[config.mk]
export PLATFORM = sky130hd
export DESIGN_NAME = matmul_tile_scheduler
export DESIGN_NICKNAME = d
export VERILOG_FILES = /design/src/rtl/matmul_tile_scheduler.sv
export SDC_FILE = /design/constraint.sdc
export NUM_CORES = 1
export LEC_CHECK = 0
export ABC_AREA = 1
export BUFFER_PORTS_ARGS = -buffer_cell sky130_fd_sc_hd__buf_2
export CAP_MARGIN = 20
export CORE_ASPECT_RATIO = 1.5
export CORE_UTILIZATION = 56
export CTS_CLUSTER_SIZE = 25
export DETAILED_ROUTE_END_ITERATION = 12
export PLACE_DENSITY_LB_ADDON = 0.05
export SLEW_MARGIN = 20
export SYNTH_ARGS = -nofsm -noshare
export SYNTH_HDL_FRONTEND = slang
export SYNTH_SLANG_ARGS = --single-unit
[constraint.sdc]
create_clock -name clk -period 3.3 [get_ports clk]
set_input_delay 0.165 -clock clk [delete_from_list [all_inputs] [get_ports clk]]
set_output_delay 0.165 -clock clk [all_outputs]
set_load 0.005 [all_outputs]
[src/rtl/matmul_tile_scheduler.sv]
// matmul_tile_scheduler: sequences BRAM fetches, systolic core runs and output writes over all output tiles
module matmul_tile_scheduler #(
    parameter int INNER_BLOCKS = 2,
    parameter int ROW_TILES    = 3,
    parameter int COL_TILES    = 3,
    parameter int ADDR_WIDTH_I = 4,
    parameter int ADDR_WIDTH_W = 4,
    parameter int ADDR_WIDTH_O = 4
) (
    input  logic                    clk,
    input  logic                    rst_n,
    input  logic                    start,
    input  logic                    abort,
    output logic                    in_rd_en,
    output logic [ADDR_WIDTH_I-1:0] in_rd_addr,
    output logic                    wb_rd_en,
    output logic [ADDR_WIDTH_W-1:0] wb_rd_addr,
    output logic                    core_en,
    output logic                    core_rst_n,
    output logic                    core_acc_clr_n,
    input  logic                    core_sys_finish,
    input  logic                    core_acc_done,
    output logic                    out_wr_en,
    output logic [ADDR_WIDTH_O-1:0] out_addr,
    input  logic                    out_ready,
    output logic                    busy,
    output logic                    done
);
    typedef enum logic [2:0] {IDLE, CLEAR, FETCH, RUN, NEXT, WAIT_ACC, WRITE, DONE} state_t;

    localparam logic [15:0] IB = 16'(INNER_BLOCKS);
    localparam logic [15:0] RT = 16'(ROW_TILES);
    localparam logic [15:0] CT = 16'(COL_TILES);

    state_t      state, state_nxt;
    logic [15:0] k, row, col;
    logic [15:0] k_nxt, row_nxt, col_nxt;
    logic [ADDR_WIDTH_I-1:0] in_addr_nxt;
    logic [ADDR_WIDTH_W-1:0] wb_addr_nxt;
    logic [ADDR_WIDTH_O-1:0] out_addr_nxt;

    // Next state and counters; strobes only matter in the state that waits for them, abort overrides all
    always_comb begin
        state_nxt = state;
        k_nxt     = k;
        row_nxt   = row;
        col_nxt   = col;
        case (state)
            IDLE, DONE: if (start) begin
                state_nxt = CLEAR;
                k_nxt     = '0;
                row_nxt   = '0;
                col_nxt   = '0;
            end
            CLEAR:    state_nxt = FETCH;
            FETCH:    state_nxt = RUN;
            RUN:      state_nxt = core_sys_finish ? NEXT : RUN;
            NEXT: begin
                state_nxt = (k == IB - 16'd1) ? WAIT_ACC : FETCH;
                k_nxt     = (k == IB - 16'd1) ? k : k + 16'd1;
            end
            WAIT_ACC: if (core_acc_done) begin
                state_nxt = WRITE;
                k_nxt     = '0;
            end
            WRITE: if (out_ready) begin
                state_nxt = (row == RT - 16'd1 && col == CT - 16'd1) ? DONE : CLEAR;
                col_nxt   = (state_nxt == DONE) ? col : (col == CT - 16'd1) ? 16'd0 : col + 16'd1;
                row_nxt   = (state_nxt == DONE || col != CT - 16'd1) ? row : row + 16'd1;
            end
            default:  state_nxt = IDLE;
        endcase
        if (abort) begin
            state_nxt = IDLE;
            k_nxt     = '0;
            row_nxt   = '0;
            col_nxt   = '0;
        end
    end

    assign in_addr_nxt  = ADDR_WIDTH_I'(k_nxt + IB * row_nxt);
    assign wb_addr_nxt  = ADDR_WIDTH_W'(k_nxt + IB * col_nxt);
    assign out_addr_nxt = ADDR_WIDTH_O'(row_nxt * CT + col_nxt);

    // State, counters and outputs all registered; outputs decoded from the state being entered
    always_ff @(posedge clk or negedge rst_n) begin
        if (!rst_n) begin
            state          <= IDLE;
            k              <= '0;
            row            <= '0;
            col            <= '0;
            in_rd_en       <= 1'b0;
            wb_rd_en       <= 1'b0;
            in_rd_addr     <= '0;
            wb_rd_addr     <= '0;
            core_en        <= 1'b0;
            core_rst_n     <= 1'b0;
            core_acc_clr_n <= 1'b0;
            out_wr_en      <= 1'b0;
            out_addr       <= '0;
            busy           <= 1'b0;
            done           <= 1'b0;
        end else begin
            state          <= state_nxt;
            k              <= k_nxt;
            row            <= row_nxt;
            col            <= col_nxt;
            in_rd_en       <= state_nxt == FETCH;
            wb_rd_en       <= state_nxt == FETCH;
            in_rd_addr     <= (state_nxt == FETCH) ? in_addr_nxt : in_rd_addr;
            wb_rd_addr     <= (state_nxt == FETCH) ? wb_addr_nxt : wb_rd_addr;
            core_en        <= state_nxt == RUN || state_nxt == WAIT_ACC;
            core_rst_n     <= !(state_nxt == CLEAR || state_nxt == NEXT);
            core_acc_clr_n <= state_nxt != CLEAR;
            out_wr_en      <= state_nxt == WRITE;
            out_addr       <= (state_nxt == WRITE) ? out_addr_nxt : out_addr;
            busy           <= !(state_nxt == IDLE || state_nxt == DONE);
            done           <= state_nxt == DONE;
        end
    end
endmodule

* Word level (Yosys, flattened, before mapping)
Index checks and enable logic that the tools add are counted.
** Operators by class
- $add $sub $neg :: 6
- Multiply operators :: 1
- Equal/unequal tests :: 20
- Mux-type cells :: 24
- Reduce and logical (&&, ||, !) cells :: 10
** Operators by type and width (number)
- $mux W16 :: 13
- $pmux W16 S2 :: 2
- $add A16 B1 Y16 const B :: 3
- $pmux W16 S3 :: 1
- $eq A16 B2 Y1 const B :: 2
- $eq A3 B3 Y1 const B :: 9
- $mux W3 :: 7
- $pmux W3 S7 :: 1
- $eq A16 B1 Y1 const B :: 1
- $mul A16 B2 Y4 const B :: 1
- $ne A16 B2 Y1 const B :: 1
- $add A4 B4 Y4 :: 3
- $eq A3 B2 Y1 const B :: 4
- $eq A3 B1 Y1 const B :: 2
- $logic_not A3 Y1 :: 2
- $logic_or A1 B1 Y1 :: 4
- $ne A3 B1 Y1 const B :: 1
- $logic_not A1 Y1 :: 2
- $reduce_or A2 Y1 :: 1
- $logic_and A1 B1 Y1 :: 1
** Storage, ports and cells
- Register bits :: 70
- Input bits :: 7
- Output and inout bits :: 20
- Word-level logic and storage cells :: 75

* Longest topological paths before layout
- Word-level depth :: 11
- Mapped depth :: 22
- Gate-level depth less buffers :: 22

* Worst setup path before layout
OpenSTA, ideal clock, no wires.
- Kind :: flip-flop to flip-flop
- Start :: register state[0]
- End :: register out_addr[3]
- Library setup time :: 0.121 ns
- Arrival time :: 3.164 ns
- Data required time :: 3.179 ns
- Path slack :: 0.016 ns
- Cell stages (with the launch flop) :: 19
- Path buffers :: 0
- Clock period less this slack :: 3.284 ns
- Cell sequence :: dfrtp_1 -> inv_2 -> nand2_4 -> o21ai_4 -> nand2_4 -> nand2_2 -> inv_2 -> nor2_1 -> inv_1 -> o21ai_0 -> fa_1 -> ha_1 -> fa_1 -> xnor2_1 -> nand4_1 -> nand2_1 -> nand2_1 -> nand3_1 -> nand2_1
** Between the ends
- Cells in the longest elaborated chain, start to end :: 6
- Elaborated cells on any way between the ends :: 21
- Those cells by class :: 1 x add/sub; 1 x mul; 8 x eq/ne; 9 x mux; 2 x reduce/logical
** RTL lines
- from (decl) :: RTL line 35 : state_t state, state_nxt;
- from (signal assigned) :: RTL line 104 : state <= state_nxt;
- $eq A3 B3 Y1 or $logic_not A3 Y1 (tied branches) :: RTL line 48 : case (state)
- $reduce_or A2 Y1 :: RTL line 48
- $pmux W16 S2 * :: RTL line 48
- $mux W16 * :: RTL line 73 : if (abort) begin
- via row_nxt[1] :: RTL line 37 : logic [15:0] k_nxt, row_nxt, col_nxt;
- $mul A16 B2 Y4 * :: RTL line 83 : assign out_addr_nxt = ADDR_WIDTH_O'(row_nxt * CT + col_nxt);
- $add A4 B4 Y4 * :: RTL line 83
- to (signal assigned) :: RTL line 116 : out_addr <= (state_nxt == WRITE) ? out_addr_nxt : out_addr;
- to (decl) :: RTL line 24 : output logic [ADDR_WIDTH_O-1:0] out_addr,
Mark *: on every way through the listed nets, which the timed path passes. The rest lies on a longest branch.
A chain may end at the register's enable or synchronous reset.

* Worst setup path after layout
- Start :: register col[8]
- End :: register out_addr[3]
** Between the ends
- Cells in the longest elaborated chain, start to end :: 11
- Elaborated cells on any way between the ends :: 21
- Those cells by class :: 1 x add/sub; 1 x mul; 4 x eq/ne; 13 x mux; 2 x reduce/logical
** RTL lines
- from (decl) :: RTL line 36 : logic [15:0] k, row, col;
- from (signal assigned) :: RTL line 107 : col <= col_nxt;
- $eq A16 B2 Y1 :: RTL line 67 : state_nxt = (row == RT - 16'd1 && col == CT - 16'd1) ? DONE : CLEAR;
- $logic_and A1 B1 Y1 :: RTL line 67
- $mux W3 :: RTL line 67
- $eq A3 B3 Y1 :: RTL line 69 : row_nxt = (state_nxt == DONE || col != CT - 16'd1) ? row : row + 16'd1;
- $logic_or A1 B1 Y1 * :: RTL line 69
- $mux W16 * :: RTL line 69
- $mux W16 * :: RTL line 66 : WRITE: if (out_ready) begin
- $pmux W16 S2 * :: RTL line 48
- $mux W16 * :: RTL line 73
- via row_nxt[0] :: RTL line 37
- $mul A16 B2 Y4 * :: RTL line 83
- $add A4 B4 Y4 * :: RTL line 83
Marks and branches as above.

==> results.py <==
metrics = {
    "die": {
        "initial_core_util": 0.5755,
        "fp.dieH_um": 113.1,
        "dieArea_um2": 8603,
        "coreArea_um2": 8008,
        "row_count": 40,
        "die_w_um": 76.07,
        "ioPinCount": 27,
    },
    "routing": {
        "highest_layer": "met4",
        "vias": 4620,
        "wl_met3_um": 530,
        "detail_route.iter0.violations": 318,
        "drc": 0,
        "wl_per_cell_um": 15.24,
        "wl_met1_mm": 4.766,
        "routed_wl_mm": 12.51,
        "antenna_left": 0,
        "wl_met2_mm": 6.784,
        "first_pass_iters": 5,
        "vias_per_cell": 5.627,
    },
    "run_status": {
        "status": "finished, final reports clean",
    },
    "min_path": {
        "min-delay-start": "abort",
        "hold-path-cell-count": 2,
        "hp-class": "input port to flip-flop",
        "whs_endpoint": "k[15]",
    },
    "power": {
        "p_int_uw": 1978,
        "p_per_area_nw_per_um2": 575.1,
        "p_clk_frac": 0.322,
        "net-switching-power_uw": 1236,
        "p_seq_frac": 0.310,
        "vdd_drop_max_mv": 0.4669,
        "leakage_uw": 0.002729,
        "power_frac_comb": 0.368,
        "swShare": 0.3846,
    },
    "clock_tree": {
        "cts_num_sinks": 69,
        "cts_root_buffer": "clkbuf_16",
        "cts_tree": "yes",
        "numCtsBuffers": 9,
        "clkSlewWorstSetupHoldPaths_ps": 60,
        "htree_levels": 3,
        "insertion_delay_ps": 340,
        "cts.path.max_buffers": 2,
    },
    "worst_setup_path": {
        "timing.rr.start": "col[8]",
        "cpPeakStageDelay_ps": 510,
        "critPathLaunchType": "flip-flop",
        "rr_worst_depth": 17,
        "criticalPathCategory": "flip-flop to flip-flop",
        "cp-end-kind": "flip-flop",
        "crit_slowest_cell": "fa_1",
        "reg2reg_slack_ps": 120,
        "required_ps": 3520,
        "cp_common_cell": "nand2_1",
        "cp_max_fo": 4,
        "r2r-end": "out_addr[3]",
        "cp.arrival_ps": 3390,
        "path_delay_family": "adder cells",
        "cp.buffers_inverters": 0,
        "cp_cell_sequence": "nor2_1 -> nand2_1 -> nor2_1 -> nand2_2 -> nor2_4 -> nand2_2 -> o211ai_1 -> o21ai_2 -> fa_1 -> ha_2 -> fa_2 -> xnor2_2 -> nand4_1 -> nand2_1 -> nand2_1 -> nand3_1 -> nand2_1",
    },
    "cells_and_area": {
        "drive_above_1_share": 0.2249,
        "area_growth_pct": 21.29,
        "fill_cells": 661,
        "multiInputGateArea_um2": 2540,
        "finish.utilization": 0.6980,
        "stdcell_area_um2": 5589,
        "finalNetCount": 733,
        "antenna_cells": 0,
        "seqCellArea_um2": 1728,
    },
    "synthesis": {
        "syn_nets": 656,
        "synth_edf_count": 0,
        "synth_compound_area_frac": 0.1268,
        "avgSynthCellArea_um2": 7.268,
        "ys.flop_type": "dfrtp_1",
        "synth.area.mux_share": 0,
        "synthArstFlopShare": 1.000,
        "synth_top_family_by_area": "simple AND/OR/NAND/NOR gates",
        "synthCells": 634,
        "synth-xor-area-share": 0.01711,
        "ys_types": 46,
        "yosys.area_share.simple": 0.3427,
        "synthAdderAreaFrac": 0.04887,
        "yosys_register_bits": 69,
        "yosys_warnings": 0,
        "syn_area_um2": 4608,
        "synth_seq_area_share": 0.3747,
    },
    "timing": {
        "setup_viol": 0,
        "fin_crit_ps": 3176,
        "clock_skew_ps": 5.161,
        "setup_ws_ps": 124.4,
        "timing.setup.tns_ps": 0,
        "drv_slew": 0,
        "rsz0062_at_grt": "yes",
        "relSlewSlack": 0.4421,
        "worstMarginPinSlew_ps": 836.9,
        "finalHoldViolations": 0,
        "fmax_ghz": 0.3149,
        "fin_crit_sh": 0.9623,
    },
    "placed_design": {
        "io_buffers": 26,
        "place_hpwl_mm": 9.331,
        "routabilityCongestion": 0.9442,
        "dp_slack_ps": -81.36,
        "place_area_um2": 5137,
    },
    "global_routing": {
        "grt_max_degree": 37,
        "antenna_found_initial": 0,
        "grt_usage": 0.3068,
        "grt_pass1_wl_mm": 20.78,
        "gr-total-overflow": 0,
        "grt_pass1_vias": 4599,
    },
    "run": {
        "maxCapViolCount": 0,
    },
}
[registers in the layout, summed over array words and instances, names as in the netlist]
name and cells:
busy 1, col 16, core_acc_clr_n 1, core_en 1, core_rst_n 1, done 1
in_rd_addr 4, k 16, out_addr 4, out_wr_en 1, row 16, state 3
wb_rd_addr 3, wb_rd_en 1
[repair_timing]
action | CTS | global route
hold endpoints to repair | 35 | 0
pin swaps | 3 | 12
setup buffers | 3 | 4
endpoints found under the setup margin | 1 | 2
resized for setup | 10 | 17
hold buffers | 1 | 0
[power groups by stage]
stage          Combinational [uW]  Sequential [uW]  Clock (uW)
3_3_place_gp                 1100             1000           0
5_1_grt                      1300             1000        1080
6_report                     1180              997        1040
3_5_place_dp                 1120             1010           0
4_1_cts                      1170              993        1040
2_1_floorplan                 780             1010           0
[cells in the final DEF, fill, tap and decap left out, drive strengths merged, types with 5 or more instances in the layout]
cell type | synthesis | final
clkbuf | 3 | 10
nor4 | 5 | 5
xor2 | 7 | 7
ha | 10 | 10
o22ai | 6 | 6
a21oi | 19 | 19
nand3 | 51 | 51
nand2 | 160 | 160
buf | 10 | 78
nor3 | 21 | 21
inv | 89 | 90
dfrtp | 69 | 69
o211ai | 7 | 7
o21ai | 63 | 63
fa | 5 | 5
nand4 | 28 | 28
nor2 | 62 | 62
[cell type report]
class	instances	area share
multi-input cells	461	0.4544
flip-flops and latches	69	0.3092
repair buffers	79	0.09492
inverters	91	0.06156
clock buffers	10	0.04097
well taps	105	0.02351
clock inverters	6	0.01545
[worst max path at each step]
| stage | start | to | slack (ps) | depth (start not counted) |
|---|---|---|---|---|
| floorplan | state[0] | out_addr[3] | 20 | 18 |
| global placement | row[0] | out_addr[3] | -3 | 21 |
| detailed placement | row[0] | out_addr[3] | -80 | 19 |
| CTS | row[0] | out_addr[3] | 30 | 21 |
| global route | col[8] | out_addr[3] | -70 | 17 |
| finish | col[8] | out_addr[3] | 120 | 17 |
[worst reg2reg max path: cells and delay by family (launching register included)]
| family | cells | cell delay, ps |
|---|---|---|
| flops | 1 | 400 |
| compound gates | 2 | 360 |
| xor+xnor | 1 | 160 |
| fa+ha+maj | 3 | 1070 |
| simple gates | 11 | 1070 |
[cell families after synthesis]
family,count (synthesis)
fa+ha+maj,15
compound gates,103
flops,69
simple gates,334
buf+inv,104
xor+xnor,9
[cell usage after synthesis (2+ instances only)]
cell type | count | area share
nand2_4 | 3 | 0.0073
nand4_1 | 28 | 0.038
a21oi_1 | 18 | 0.020
o21ai_1 | 11 | 0.012
nand2_1 | 151 | 0.12
ha_1 | 10 | 0.027
clkbuf_1 | 3 | 0.0024
o21ai_2 | 2 | 0.0038
nand3b_1 | 3 | 0.0049
buf_2 | 5 | 0.0054
buf_1 | 2 | 0.0016
nor2_1 | 53 | 0.043
o21ai_0 | 49 | 0.053
xnor2_1 | 2 | 0.0038
nand3_2 | 3 | 0.0065
inv_2 | 17 | 0.014
nor3_1 | 21 | 0.023
buf_4 | 2 | 0.0033
nand2_2 | 6 | 0.0081
clkinv_1 | 2 | 0.0016
fa_1 | 5 | 0.022
nor2_2 | 5 | 0.0068
a31oi_1 | 4 | 0.0054
nor2_8 | 2 | 0.0087
o211ai_1 | 7 | 0.011
dfrtp_1 | 69 | 0.37
nand3_1 | 47 | 0.051
xor2_1 | 7 | 0.013
nor2_4 | 2 | 0.0049
o22ai_1 | 6 | 0.0081
inv_1 | 71 | 0.058
nor4_1 | 4 | 0.0054
[metrics by stage]
step                total power, uW  hold slack [ps]  cells
global placement               2108            307.8    797
floorplan                      1787           -130.6    634
detailed placement             2129            307.9    797
CTS                            3204            283.0    817
finish                         3214            291.9    821
global route                   3385            298.7    821
[metal layers]
layer  up-vias  global-route usage
met5         -                   0
met4         0              0.1628
met3        35             0.04516
met2       146              0.5824
met1      2182              0.3248
li1       2257                   -
No activity file was read; power rests on OpenSTA's default activity.
